<file path="config.mk">
export PLATFORM = sky130hd
export DESIGN_NAME = key_tone_sched
export DESIGN_NICKNAME = d
export VERILOG_FILES = /design/src/rtl/key_tone_pkg.sv /design/src/rtl/key_tone_fifo.sv /design/src/rtl/key_tone_sched.sv
export SDC_FILE = /design/constraint.sdc
export NUM_CORES = 1
export LEC_CHECK = 0
export CAP_MARGIN = 20
export CORE_ASPECT_RATIO = 1.4
export CORE_UTILIZATION = 50
export CTS_BUF_LIST = sky130_fd_sc_hd__clkbuf_8
export DETAILED_ROUTE_END_ITERATION = 7
export PLACE_DENSITY = 0.74
export SYNTH_ARGS = -nofsm -noshare
export SYNTH_HDL_FRONTEND = slang
export SYNTH_SLANG_ARGS = --single-unit
</file>
<file path="constraint.sdc">
create_clock -name clk -period 7.75 [get_ports clk]
set_clock_uncertainty 0.2 [all_clocks]
set_input_delay 0.775 -clock clk [delete_from_list [all_inputs] [get_ports clk]]
set_output_delay 0.775 -clock clk [all_outputs]
set_load 0.05 [all_outputs]
</file>
<file path="src/rtl/key_tone_pkg.sv">
`default_nettype none
// ============================================================================
// Module   : key_tone_pkg
// Purpose  : Shared types, key codes and note frequency table for the
//            keypad/song tone scheduler.
// Revision : 1.0 - initial release
// ============================================================================
package key_tone_pkg;

    typedef enum logic [1:0] {
        ST_IDLE      = 2'd0,
        ST_KEY_PLAY  = 2'd1,
        ST_SONG_PLAY = 2'd2,
        ST_SONG_GAP  = 2'd3
    } state_e;

    localparam logic [3:0] NOTE_MAX     = 4'd13;
    localparam logic [3:0] CODE_SILENCE = 4'd14;
    localparam logic [3:0] CODE_SONG    = 4'd15;

    // C4..B5 diatonic; codes above NOTE_MAX are rests (0 Hz)
    function automatic int note_hz(input logic [3:0] n);
        case (n)
            4'd0:    return 262;
            4'd1:    return 294;
            4'd2:    return 330;
            4'd3:    return 349;
            4'd4:    return 392;
            4'd5:    return 440;
            4'd6:    return 494;
            4'd7:    return 523;
            4'd8:    return 587;
            4'd9:    return 659;
            4'd10:   return 698;
            4'd11:   return 784;
            4'd12:   return 880;
            4'd13:   return 988;
            default: return 0;
        endcase
    endfunction

    function automatic logic [31:0] note_div(input logic [3:0] n, input int clk_hz);
        int hz;
        hz = note_hz(n);
        if (hz == 0) begin
            return 32'd0;
        end
        return 32'(clk_hz / (2 * hz));
    endfunction

endpackage
`default_nettype wire

</file>
<file path="src/rtl/key_tone_fifo.sv">
`default_nettype none
// ============================================================================
// Module   : key_tone_fifo
// Purpose  : 4-entry x 4-bit synchronous FIFO holding queued key note codes.
// Revision : 1.0 - initial release
// ============================================================================
module key_tone_fifo (
    input  logic       clk,
    input  logic       rst_n,
    input  logic       i_flush,
    input  logic       i_push,
    input  logic [3:0] i_din,
    input  logic       i_pop,
    output logic [3:0] o_dout,
    output logic       o_full,
    output logic       o_empty
);

    logic [3:0] mem_q [4];
    logic [1:0] wr_ptr_q, wr_ptr_d;
    logic [1:0] rd_ptr_q, rd_ptr_d;
    logic [2:0] cnt_q, cnt_d;
    logic       w_push_ok;
    logic       w_pop_ok;

    assign o_full    = (cnt_q == 3'd4);
    assign o_empty   = (cnt_q == 3'd0);
    assign o_dout    = mem_q[rd_ptr_q];
    assign w_push_ok = i_push && !o_full;
    assign w_pop_ok  = i_pop && !o_empty;

    always_comb begin
        wr_ptr_d = wr_ptr_q;
        rd_ptr_d = rd_ptr_q;
        cnt_d    = cnt_q;
        if (i_flush) begin
            wr_ptr_d = 2'd0;
            rd_ptr_d = 2'd0;
            cnt_d    = 3'd0;
        end else begin
            if (w_push_ok) begin
                wr_ptr_d = wr_ptr_q + 2'd1;
            end
            if (w_pop_ok) begin
                rd_ptr_d = rd_ptr_q + 2'd1;
            end
            case ({w_push_ok, w_pop_ok})
                2'b10:   cnt_d = cnt_q + 3'd1;
                2'b01:   cnt_d = cnt_q - 3'd1;
                default: cnt_d = cnt_q;
            endcase
        end
    end

    always_ff @(posedge clk) begin
        if (!rst_n) begin
            wr_ptr_q <= 2'd0;
            rd_ptr_q <= 2'd0;
            cnt_q    <= 3'd0;
        end else begin
            wr_ptr_q <= wr_ptr_d;
            rd_ptr_q <= rd_ptr_d;
            cnt_q    <= cnt_d;
            if (w_push_ok && !i_flush) begin
                mem_q[wr_ptr_q] <= i_din;
            end
        end
    end

endmodule
`default_nettype wire

</file>
<file path="src/rtl/key_tone_sched.sv">
`default_nettype none
// ============================================================================
// Module   : key_tone_sched
// Purpose  : Arbitrates the shared tone divider between live keypad notes and
//            an auto-play song reader; owns hold, note-length and gap timing.
//            Define KEY_QUEUE_EN to queue up to 4 keypad notes during a hold.
// Revision : 1.0 - initial release
// ============================================================================
module key_tone_sched
    import key_tone_pkg::*;
#(
    parameter int CLK_HZ   = 50_000_000,
    parameter int TICK_CYC = CLK_HZ / 1000,
    parameter int KEY_HOLD = 200,
    parameter int GAP      = 20,
    parameter int DIV_W    = 18
) (
    input  logic             clk,
    input  logic             rst_n,
    input  logic             key_valid,
    input  logic [3:0]       key_code,
    input  logic             song_valid,
    input  logic [3:0]       song_note,
    input  logic [11:0]      song_len,
    output logic             song_ready,
    output logic             tone_en,
    output logic [DIV_W-1:0] tone_div,
    output logic             song_on,
    output logic [1:0]       play_src
);

    localparam int              PRE_W    = (TICK_CYC > 1) ? $clog2(TICK_CYC) : 1;
    localparam logic [PRE_W-1:0] PRE_LAST = PRE_W'(TICK_CYC - 1);
    localparam logic [11:0]     KEY_LEN  = 12'(KEY_HOLD);
    localparam logic [11:0]     GAP_LEN  = 12'(GAP);

    state_e             state_q, state_d;
    logic [PRE_W-1:0]   pre_q, pre_d;
    logic [11:0]        ticks_q, ticks_d;
    logic [11:0]        len_q, len_d;
    logic               tone_en_q, tone_en_d;
    logic [DIV_W-1:0]   tone_div_q, tone_div_d;
    logic               song_on_q, song_on_d;

    logic               key_note, key_sil, key_tog;
    logic               song_take, tick, expire;
    logic [11:0]        cur_len;
    logic               start_key, end_key, enter;
    logic [3:0]         start_code;
    logic [DIV_W-1:0]   div_tab [16];

    // Constant per-index lookup so no run-time divider is built
    for (genvar g = 0; g < 16; g++) begin : g_div_tab
        assign div_tab[g] = DIV_W'(note_div(4'(g), CLK_HZ));
    end

`ifdef KEY_QUEUE_EN
    logic       q_push, q_pop, q_full, q_empty;
    logic [3:0] q_dout;

    key_tone_fifo u_fifo (
        .clk     (clk),
        .rst_n   (rst_n),
        .i_flush (key_sil),
        .i_push  (q_push),
        .i_din   (key_code),
        .i_pop   (q_pop),
        .o_dout  (q_dout),
        .o_full  (q_full),
        .o_empty (q_empty)
    );
`endif

    assign key_note  = key_valid && (key_code <= NOTE_MAX);
    assign key_sil   = key_valid && (key_code == CODE_SILENCE);
    assign key_tog   = key_valid && (key_code == CODE_SONG);
    assign song_take = rst_n && (state_q == ST_IDLE) && song_on_q && song_valid && !key_valid;
    assign tick      = (pre_q == PRE_LAST);

    always_comb begin
        case (state_q)
            ST_KEY_PLAY:  cur_len = KEY_LEN;
            ST_SONG_PLAY: cur_len = len_q;
            default:      cur_len = GAP_LEN;
        endcase
    end

    assign expire = tick && (ticks_q == cur_len - 12'd1);

    always_comb begin
        state_d    = state_q;
        pre_d      = tick ? '0 : pre_q + PRE_W'(1);
        ticks_d    = tick ? ticks_q + 12'd1 : ticks_q;
        len_d      = len_q;
        tone_en_d  = tone_en_q;
        tone_div_d = tone_div_q;
        song_on_d  = song_on_q;
        start_key  = 1'b0;
        start_code = key_code;
        end_key    = 1'b0;
        enter      = 1'b0;
`ifdef KEY_QUEUE_EN
        q_push     = 1'b0;
        q_pop      = 1'b0;
`endif
        if (key_sil) begin
            state_d   = ST_IDLE;
            tone_en_d = 1'b0;
            song_on_d = 1'b0;
            enter     = 1'b1;
        end else begin
            if (key_tog) begin
                song_on_d = !song_on_q;
            end
            if (key_tog && song_on_q &&
                (state_q == ST_SONG_PLAY || state_q == ST_SONG_GAP)) begin
                state_d   = ST_IDLE;
                tone_en_d = 1'b0;
                enter     = 1'b1;
            end else if (key_note && state_q != ST_KEY_PLAY) begin
                start_key = 1'b1;
            end else begin
                case (state_q)
                    ST_IDLE: begin
                        if (song_take) begin
                            state_d    = ST_SONG_PLAY;
                            len_d      = (song_len == 12'd0) ? 12'd1 : song_len;
                            tone_div_d = div_tab[song_note];
                            tone_en_d  = (song_note <= NOTE_MAX);
                            enter      = 1'b1;
                        end
                    end
                    ST_KEY_PLAY: begin
`ifdef KEY_QUEUE_EN
                        // An empty queue at expiry lets a fresh key start directly
                        if (key_note && !(expire && q_empty)) begin
                            q_push = !q_full;
                        end
                        if (expire) begin
                            if (!q_empty) begin
                                q_pop      = 1'b1;
                                start_key  = 1'b1;
                                start_code = q_dout;
                            end else if (key_note) begin
                                start_key = 1'b1;
                            end else begin
                                end_key = 1'b1;
                            end
                        end
`else
                        if (key_note) begin
                            start_key = 1'b1;
                        end else if (expire) begin
                            end_key = 1'b1;
                        end
`endif
                    end
                    ST_SONG_PLAY: begin
                        if (expire) begin
                            state_d   = ST_SONG_GAP;
                            tone_en_d = 1'b0;
                            enter     = 1'b1;
                        end
                    end
                    default: begin
                        if (expire) begin
                            state_d = ST_IDLE;
                            enter   = 1'b1;
                        end
                    end
                endcase
            end
        end
        if (start_key) begin
            state_d    = ST_KEY_PLAY;
            tone_div_d = div_tab[start_code];
            tone_en_d  = 1'b1;
            enter      = 1'b1;
        end
        if (end_key) begin
            state_d   = song_on_d ? ST_SONG_GAP : ST_IDLE;
            tone_en_d = 1'b0;
            enter     = 1'b1;
        end
        if (enter) begin
            pre_d   = '0;
            ticks_d = '0;
        end
    end

    always_ff @(posedge clk) begin
        if (!rst_n) begin
            state_q    <= ST_IDLE;
            pre_q      <= '0;
            ticks_q    <= 12'd0;
            len_q      <= 12'd1;
            tone_en_q  <= 1'b0;
            tone_div_q <= '0;
            song_on_q  <= 1'b0;
        end else begin
            state_q    <= state_d;
            pre_q      <= pre_d;
            ticks_q    <= ticks_d;
            len_q      <= len_d;
            tone_en_q  <= tone_en_d;
            tone_div_q <= tone_div_d;
            song_on_q  <= song_on_d;
        end
    end

    assign song_ready = song_take;
    assign tone_en    = tone_en_q;
    assign tone_div   = tone_div_q;
    assign song_on    = song_on_q;
    assign play_src   = state_q;

endmodule
`default_nettype wire
</file>
==> metrics.csv, run 1 <==
metric,value,unit
status,"finished, final reports clean",
combPwrFrac,0.401,
syn2layout_area_growth,14.9,%
synthesis.area,4340,sq um
ys_seq_area_frac,0.281,
synth_commonest_cells,"78 x nand2_1, 61 x dfxtp_1, 47 x nor2_1, 39 x a21oi_1, 28 x o21ai_0",
drv_cap,0,
ctsResizeCount,0,
worstSetupStartpointType,flip-flop,
clock.fmax,246,MHz
dieWidth,80.7,um
synth.most_common_cell,nand2_1,
initial_core_util,0.523,
synth-edff-count,0,
post_cts_buffers,0,
cts_root_buf,clkbuf_8,
startpoint,play_src[0],
netlist_instances,559,
clk_latency,0.34,ns
worstPathRequired,7.76,ns
synthArstFlopShare,0,
num_rows,39,
ff_latch_area,1220,sq um
dieHeight,112,um
grt_setup_unrepaired,false,
synthTopCellsByArea,"dfxtp_1 28%, ha_1 7.5%, nand2_1 6.7%",
pwr-share-seq,0.330,
htree_levels,3,
grt_max_degree,36,
first_pass_iters,4,
tns,0,ns
dieArea,9060,sq um
routed_wl,10400,um
clk_pin_slew,0.07,ns
via_count,3994,
diodes,0,
r2r_cells,11,
fin_area,4990,sq um
cp.arrival,4.08,ns
clkPwrFrac,0.269,
p_sw,0.000388,W
drc_errors,0,
swShare,0.378,
crit_type,reg2reg,
min_period_over_period,0.525,
reg2reg_slack,3.68,ns
min_period,4.07,ns
ioPinCount,47,
post_drt_via_cell_ratio,5.79,
multi_input_area,2900,sq um
leakagePower,1.85,nW
cts_buffer_depth,2,
hp-class,reg2reg,
ant_nets,0,
synth.largest_area_cell,dfxtp_1,
critPathCaptureType,flip-flop,
drive_gt1_frac,0.0646,
holdBufCountCts,0,
yosys.area.top_type_share,0.281,
max-slew-margin-rel,0.313,
grt_pass1_wl,17600,um
drtIter0Drc,182,
portBuffers,45,
synth_nets,609,
slew_viol_final,0,
reg2reg_from,play_src[0],
clkSinkCount,61,
routedWlPerCell,15.1,um
fin_nets,633,
worst-path-max-fanout,18,
p_int,0.000638,W
synth_seq_cells,61,
worst_pin_slew,1.03,ns
dp_hpwl,7700,um
cts_buffers,9,
crit_path_end,ticks_q[3],
core_area,8300,sq um
n_fill_cell,803,
antenna_found_initial,0,
placed_area,4770,sq um
power.density,206,nW/um^2
hold_viol,0,
tritoncts,built,
ir_drop,0.150,mV
worst_r2r_endpoint,ticks_q[3],
setup_viol,0,
gp_congestion,0.858,
synthFlopType,dfxtp_1,
hp-start,pre_q[0],
grt_use_total,0.247,
synth_area_per_cell,7.76,sq um
synth_cell_types,65,
yosysWarningCount,0,
first_global_vias,3769,
grt-ovfl-total,0,
==> layout make-up <==
cell class | instances | share of cell area
repair buffers | 48 | 0.0989
well taps | 102 | 0.0256
multi-input cells | 448 | 0.581
inverters | 15 | 0.0113
clock inverters | 6 | 0.0108
clock buffers | 10 | 0.0276
flip-flops and latches | 61 | 0.245
==> placed cells by master, fill, tap and decap left out, types with 3 or more instances in the layout <==
cell type / netlist / final
o21a_1: 7 / 7
clkinv_2: 0 / 4
xnor2_1: 17 / 17
inv_1: 15 / 16
and2_1: 5 / 5
nor4_1: 3 / 3
a21boi_0: 4 / 4
a31oi_1: 4 / 4
o211ai_1: 21 / 21
or3_1: 4 / 4
nor2b_1: 7 / 7
o21ai_0: 28 / 28
a21oi_1: 39 / 39
o2111ai_1: 3 / 3
nand2b_1: 3 / 3
nand4_1: 7 / 7
nor2_1: 47 / 47
dfxtp_1: 61 / 61
nand3_1: 22 / 22
nor3_1: 7 / 7
ha_1: 26 / 26
nor4b_1: 3 / 3
nor2_2: 10 / 10
clkbuf_8: 0 / 10
and3_1: 13 / 13
clkdlybuf4s50_1: 0 / 45
xor2_1: 21 / 21
nand2_1: 78 / 78
a211oi_1: 18 / 18
a21o_1: 4 / 4
mux2i_1: 9 / 9
==> power groups by stage <==
stage,Sequential (W),Clock [W],Combinational [W]
final,0.000339,0.000276,0.000412
after floorplan,0.000387,0,0.000278
after global routing,0.000340,0.000295,0.000451
after global placement,0.000344,0,0.000403
after detailed placement,0.000346,0,0.000405
after CTS,0.000339,0.000282,0.000408
==> per-layer routing <==
layer  GRT usage  part of all wire  vias to the layer above
li1            -                 -                     2045
met1       0.320              0.47                     1852
met2       0.404              0.48                       78
met3      0.0431             0.032                       19
met4      0.0917             0.018                        0
met5           0                 0                        -
==> worst max-delay path: stages (launching register included) <==
cell and delay, ns:
dfxtp_1 0.41, inv_1 0.13, ha_1 0.65, nand3_1 0.34, ha_1 0.36, or3_1 0.41
a21boi_0 0.18, o31ai_1 0.12, a2111oi_4 0.42, o2111ai_1 0.23, nand2_1 0.38, nor2_1 0.09
==> sequential cells by signal, summed over array words and instances (netlist names) <==
name and cells:
len_q 12, play_src 2, pre_q 16, song_on 1, ticks_q 12, tone_div 17
tone_en 1
==> metrics by stage <==
step,instances,worst slack [ns],util,hold WS (ns),power [W]
final,690,3.68,0.601,0.252,0.00103
after detailed placement,673,3.52,0.575,0.240,0.000751
after CTS,689,3.69,0.598,0.256,0.00103
after floorplan,559,3.97,-,0.223,0.000665
after global routing,690,3.39,0.601,0.286,0.00109
after global placement,673,3.59,0.575,0.234,0.000748
==> cell families (layout without fill, tap and decap cells) <==
logic type | after synthesis | in the layout | share of synthesized area
other | 1 | 1 | 0.000864
adder cells (fa/ha/maj) | 26 | 26 | 0.0750
flip-flops | 61 | 61 | 0.281
buffers and inverters | 50 | 79 | 0.0510
AND/OR/NAND/NOR | 223 | 223 | 0.253
AO/OA/AOI/OAI | 148 | 148 | 0.231
XOR/XNOR | 38 | 38 | 0.0767
multiplexers | 12 | 12 | 0.0311
==> worst min path at each step <==
stage / end / slack, ns / cells past startpoint
3_3_place_gp: pre_q[0] / 0.23 / 1
2_1_floorplan: pre_q[0] / 0.22 / 1
3_5_place_dp: pre_q[0] / 0.24 / 1
5_1_grt: pre_q[0] / 0.29 / 1
4_1_cts: pre_q[0] / 0.26 / 1
6_report: pre_q[0] / 0.25 / 1
No activity file was read; power rests on OpenSTA's default activity.
==> run 2: changes to the inputs <==
--- a/config.mk
+++ b/config.mk
@@ -10,7 +10,7 @@
 export CORE_UTILIZATION = 50
 export CTS_BUF_LIST = sky130_fd_sc_hd__clkbuf_8
 export DETAILED_ROUTE_END_ITERATION = 7
-export PLACE_DENSITY = 0.74
+export PLACE_DENSITY = 0.77
 export SYNTH_ARGS = -nofsm -noshare
 export SYNTH_HDL_FRONTEND = slang
 export SYNTH_SLANG_ARGS = --single-unit
==> constraint.sdc (replaced) <==
create_clock -name clk -period 3.4 [get_ports clk]
set_clock_uncertainty 0.2 [all_clocks]
set_input_delay 0.34 -clock clk [delete_from_list [all_inputs] [get_ports clk]]
set_output_delay 0.34 -clock clk [all_outputs]
set_load 0.05 [all_outputs]
==> run 2 against run 1 <==
- sequential share of layout area decreased by 1.3 points
- core utilization is 3.6 points higher
- highest routed layer unchanged
- largest power group unchanged
- register-to-register slack worse by 3.6 ns
==> metrics.csv, run 2 (synthesis gave the netlist of run 1 again) <==
metric,value,unit,change
status,"finished, final reports clean",,unchanged
slew_viol_final,0,,unchanged
drv_cap,0,,unchanged
antenna_found_initial,0,,unchanged
drtIter0Drc,251,,was 182
min_period,3.36,ns,was 4.07 ns
reg2reg_from,play_src[0],,unchanged
htree_levels,3,,unchanged
fin_nets,664,,was 633
grt_max_degree,28,,was 36
diodes,0,,unchanged
setup_viol,0,,unchanged
cp_slowest_cell,a2111oi_4,,was ha_1
gp_congestion,0.909,,was 0.858
hp-start,pre_q[0],,unchanged
dieArea,9060,sq um,unchanged
dieWidth,80.7,um,unchanged
max-slew-margin-rel,0.524,,was 0.313
hp-class,reg2reg,,unchanged
post-route-util,0.637,,was 0.601
hold_viol,0,,unchanged
cp.arrival,3.41,ns,was 4.08 ns
critPathCaptureType,flip-flop,,unchanged
startpoint,play_src[0],,unchanged
power.density,489,nW/um^2,was 206 nW/um^2
initial_core_util,0.523,,unchanged
cts_buffer_depth,2,,unchanged
ioPinCount,47,,unchanged
layout_commonest_cell,nand2_1,,unchanged
cpPeakStageDelay,0.47,ns,was 0.65 ns
crit_path_end,play_src[0],,was ticks_q[3]
first_global_vias,4122,,"was 3,769"
syn2layout_area_growth,21.9,%,was 14.9%
mostFrequentLayoutCells,"77 x nand2_1, 59 x dfxtp_1, 47 x nor2_1",,"was 78 x nand2_1, 61 x dfxtp_1, 47 x nor2_1"
clk_latency,0.35,ns,was 0.34 ns
clkSinkCount,61,,unchanged
worstPathRequired,3.45,ns,was 7.76 ns
routed_wl,12400,um,"was 10,400 um"
ff_latch_area,1230,sq um,was 1220 sq um
worst_pin_slew,0.712,ns,was 1.03 ns
routedWlPerCell,17.2,um,was 15.1 um
dp_hpwl,8940,um,was 7700 um
setup_ws,0.0426,ns,was 3.68 ns
place_inst,697,,was 673
dpl_worst_slack,-0.00628,ns,was 3.52 ns
grt-ovfl-total,0,,unchanged
worst_r2r_endpoint,play_src[0],,was ticks_q[3]
grt_pass1_wl,19300,um,"was 17,600 um"
fin_cells,720,,was 690
largest_register_ff_count,17,,unchanged
grt_use_total,0.277,,was 0.247
cts_root_buf,clkbuf_8,,unchanged
n_fill_cell,735,,was 803
cp.depth,11,,unchanged
num_rows,39,,unchanged
tritoncts,built,,unchanged
clk_pin_slew,0.06,ns,was 0.07 ns
drc_errors,0,,unchanged
worstSetupStartpointType,flip-flop,,unchanged
fin_hold_ws,0.252,ns,about the same
dieHeight,112,um,unchanged
ir_drop,0.243,mV,was 0.150 mV
ant_nets,0,,unchanged
cp_top_family,compound AO/OA/AOI/OAI gates,,was simple AND/OR/NAND/NOR gates
holdBufCountCts,0,,unchanged
leakagePower,1.99,nW,was 1.85 nW
core_area,8300,sq um,unchanged
first_pass_iters,7,,was 4
min_period_over_period,0.987,,was 0.525
r2r_cells,11,,unchanged
multi_input_area,2950,sq um,was 2900 sq um
crit_buf_inv,2,,was 1
crit_type,reg2reg,,unchanged
post_drt_via_cell_ratio,6.11,,was 5.79
crit_chain,"clkinvlp_4, ha_4, or3b_1, o211ai_1, nand3_1, a211o_1, a2111oi_4, buf_4, a31o_2, nor2_1, a211oi_1",,"was inv_1, ha_1, nand3_1, ha_1, or3_1, a21boi_0, o31ai_1, a2111oi_4, o2111ai_1, nand2_1, nor2_1"
reg2reg_slack,0.04,ns,was 3.68 ns
portBuffers,45,,unchanged
worst-path-max-fanout,7,,was 18
cts_buffers,9,,unchanged
via_count,4400,,"was 3,994"
clock.fmax,298,MHz,was 246 MHz
drive_gt1_frac,0.128,,was 0.0646
==> run 2: cell types whose count changed in the layout (fill, tap and decap cells not counted), moves of 2 or more <==
cell and delta:
buf_4 +29, dfxtp_4 +2, buf_12 +2, ha_1 -4, ha_4 +3, clkinv_2 -2
dfxtp_1 -2
==> run 2: routing by layer <==
metal,part of all wire,vias up,track usage
met5,0,-,0
met4,0.051,0,0.151
met3,0.055,54,0.0512
met2,0.52,190,0.507
met1,0.37,2059,0.288
li1,-,2097,-
==> run 2: worst min path at each step <==
stage | end | cells past startpoint
floorplan | pre_q[0] | 1
finish | pre_q[0] | 1
global route | pre_q[0] | 1
global placement | pre_q[0] | 1
CTS | pre_q[0] | 1
detailed placement | pre_q[0] | 1
==> run 2: final cells by class <==
type                    instances  share of cell area
inverters                      15              0.0114
multi-input cells             448               0.558
clock inverters                 5             0.00994
flip-flops and latches         61               0.232
repair buffers                 79               0.138
well taps                     102              0.0241
clock buffers                  10              0.0260
==> run 2: timing repair <==
action / CTS / global route
pin swaps: 0 / 8
gates resized for setup: 1 / 10
buffers inserted: 0 / 8
hold endpoints to repair: 0 / 0
endpoints found under the setup margin: 11 / 31
==> run 2: report_power, final <==
group          internal (W)  total, W  switching (W)
clock              0.000350  0.000634       0.000284
sequential         0.000751  0.000785      0.0000340
combinational      0.000495   0.00117       0.000671
==> run 2: metrics by stage <==
step,power [W],TNS (ns),cell area [sq um]
6_report,0.00258,0,5290
3_5_place_dp,0.00180,-0.0138,4990
3_3_place_gp,0.00179,0,4990
2_1_floorplan,0.00153,0,4350
5_1_grt,0.00272,-3.06,5290
4_1_cts,0.00245,0,5180
==> run 2: worst reg2reg max path, stage by stage (launching register included) <==
cell	delay (ns)
dfxtp_4	0.38
clkinvlp_4	0.19
ha_4	0.31
or3b_1	0.40
o211ai_1	0.22
nand3_1	0.17
a211o_1	0.30
a2111oi_4	0.47
buf_4	0.20
a31o_2	0.19
nor2_1	0.05
a211oi_1	0.19
==> run 3: changes to the inputs <==
--- a/config.mk
+++ b/config.mk
@@ -7,10 +7,11 @@
 export LEC_CHECK = 0
 export CAP_MARGIN = 20
 export CORE_ASPECT_RATIO = 1.4
-export CORE_UTILIZATION = 50
+export CORE_UTILIZATION = 53
 export CTS_BUF_LIST = sky130_fd_sc_hd__clkbuf_8
 export DETAILED_ROUTE_END_ITERATION = 7
-export PLACE_DENSITY = 0.77
+export PLACE_DENSITY = 0.81
+export REMOVE_ABC_BUFFERS = 1
 export SYNTH_ARGS = -nofsm -noshare
 export SYNTH_HDL_FRONTEND = slang
 export SYNTH_SLANG_ARGS = --single-unit
==> run 3 against run 2 <==
- worst hold slack improved by 0.0025 ns
- sequential share of layout area increased by 0.28 points
- sequential power decreased by 2%
- worst setup slack improved by 0.12 ns
- fmax increased by 3.6%
- first-iteration DRC count increased by 5.6%
- total power decreased by 2.2%
- flip-flop and latch count unchanged
- register-to-register slack improved by 0.12 ns
- global-route usage increased by 0.97 points
- final area decreased by 1.5%
- critical path type unchanged
- critical endpoint unchanged
- largest power group unchanged
- highest routed layer unchanged
==> metrics.csv, run 3 (synthesis gave the netlist of run 1 again) <==
metric,value,unit,change
status,"finished, final reports clean",,unchanged
syn2layout_area_growth,20.0,%,was 21.9%
first_pass_iters,5,,was 7
gp_congestion,0.977,,was 0.909
n_fill_cell,673,,was 735
cts_buffers,9,,unchanged
cp.arrival,3.32,ns,was 3.41 ns
drc_errors,0,,unchanged
fin_hold_ws,0.255,ns,was 0.252 ns
critPathCaptureType,flip-flop,,unchanged
clk_pin_slew,0.07,ns,was 0.06 ns
finalPower,0.00253,W,was 0.00258 W
htree_levels,3,,unchanged
post_drt_via_cell_ratio,6.03,,was 6.11
grt_pass1_wl,19000,um,"was 19,300 um"
antenna_found_initial,0,,unchanged
drtIter0Drc,265,,was 251
setup_viol,0,,unchanged
cts_root_buf,clkbuf_8,,unchanged
grt-ovfl-total,0,,unchanged
via_count,4272,,"was 4,400"
tritoncts,built,,unchanged
layout_commonest_cell,nand2_1,,unchanged
hp-class,reg2reg,,unchanged
worstPathRequired,3.48,ns,was 3.45 ns
largest_register_ff_count,17,,unchanged
fin_nets,655,,was 664
worst-path-max-fanout,7,,unchanged
clk_latency,0.36,ns,was 0.35 ns
dieArea,8560,sq um,was 9060 sq um
core_area,7850,sq um,was 8300 sq um
reg2reg_slack,0.16,ns,was 0.04 ns
post-route-util,0.664,,was 0.637
clock.fmax,309,MHz,was 298 MHz
drive_gt1_frac,0.112,,was 0.128
setup_ws,0.160,ns,was 0.0426 ns
diodes,0,,unchanged
dpl_worst_slack,0.00215,ns,was -0.00628 ns
dieHeight,109,um,was 112 um
num_rows,38,,was 39
routedWlPerCell,16.4,um,was 17.2 um
clkSinkCount,61,,unchanged
ioPinCount,47,,unchanged
mostFrequentLayoutCells,"78 x nand2_1, 60 x dfxtp_1, 47 x nor2_1",,"was 77 x nand2_1, 59 x dfxtp_1, 47 x nor2_1"
hold_viol,0,,unchanged
worstSetupStartpointType,flip-flop,,unchanged
max-slew-margin-rel,0.490,,was 0.524
ir_drop,0.307,mV,was 0.243 mV
grt_use_total,0.287,,was 0.277
grt_max_degree,30,,was 28
slew_viol_final,0,,unchanged
dp_hpwl,8660,um,was 8940 um
first_global_vias,4177,,"was 4,122"
drv_cap,0,,unchanged
min_period_over_period,0.953,,was 0.987
cts_buffer_depth,2,,unchanged
grt_setup_unrepaired,false,,
ant_nets,0,,unchanged
routed_wl,11600,um,"was 12,400 um"
leakagePower,1.95,nW,was 1.99 nW
crit_type,reg2reg,,unchanged
initial_core_util,0.553,,was 0.523
min_period,3.24,ns,was 3.36 ns
portBuffers,45,,unchanged
worst_pin_slew,0.763,ns,was 0.712 ns
dieWidth,78.5,um,was 80.7 um
power.density,486,nW/um^2,was 489 nW/um^2
[run 3: cell count changes in the layout (fill, tap and decap cells not counted), sizes merged]
cell | previous run | this run
buf | 33 | 25
clkinv | 3 | 2
[run 3: timing repair]
| item | in CTS | in global routing |
|---|---|---|
| hold buffers | 0 | 0 |
| resized for setup | 1 | 11 |
| setup buffers | 0 | 0 |
| endpoints found under the setup margin | 8 | 31 |
| pin swaps | 0 | 1 |
[run 3: cell type report]
cell class                 count  area [sq um]  area share
clock buffer                  11           151      0.0291
clock inverter                 4          47.5     0.00913
inverter                      15          56.3      0.0108
multi-input combinational    448          2940       0.564
sequential                    61          1220       0.235
tap                          100           125      0.0240
timing repair buffer          70           663       0.127
[run 3: worst max-delay path, stage by stage (launching register included)]
cell and delay, ns:
dfxtp_4 0.38, inv_1 0.10, ha_2 0.32, or3b_1 0.42, o211ai_1 0.11, buf_4 0.17
nand3_1 0.10, a211o_1 0.31, a2111oi_4 0.35, buf_4 0.20, nand3_2 0.10, mux2i_1 0.15
a211oi_1 0.23
[run 3: path summary, 6_finish.rpt]
path / startpoint / endpoint / depth (start not counted)
hold / removal: pre_q[0] / pre_q[0] / 1
hold reg to reg: pre_q[0] / pre_q[0] / 1
setup reg to reg: play_src[1] / play_src[0] / 12
setup / recovery: play_src[1] / play_src[0] / 12
[run 3: metal layers]
layer | up-vias | part of all wire | GRT usage
met3 | 61 | 0.047 | 0.0418
met1 | 1970 | 0.39 | 0.299
met5 | - | 0 | 0
met4 | 0 | 0.078 | 0.257
li1 | 2087 | - | -
met2 | 154 | 0.48 | 0.498
[run 3: stage by stage]
stage | area [sq um] | cells | TNS (ns)
4_1_cts | 5160 | 709 | 0
3_5_place_dp | 4960 | 694 | 0
5_1_grt | 5210 | 709 | 0
6_report | 5210 | 709 | 0
2_1_floorplan | 4170 | 524 | -14.87
3_3_place_gp | 4960 | 694 | 0
[run 3: power by group]
part | total [W] | switching (W) | internal [W]
Combinational | 0.00109 | 0.000640 | 0.000446
Clock | 0.000669 | 0.000298 | 0.000372
Sequential | 0.000773 | 0.0000253 | 0.000748
Total | 0.00253 | 0.000964 | 0.00157
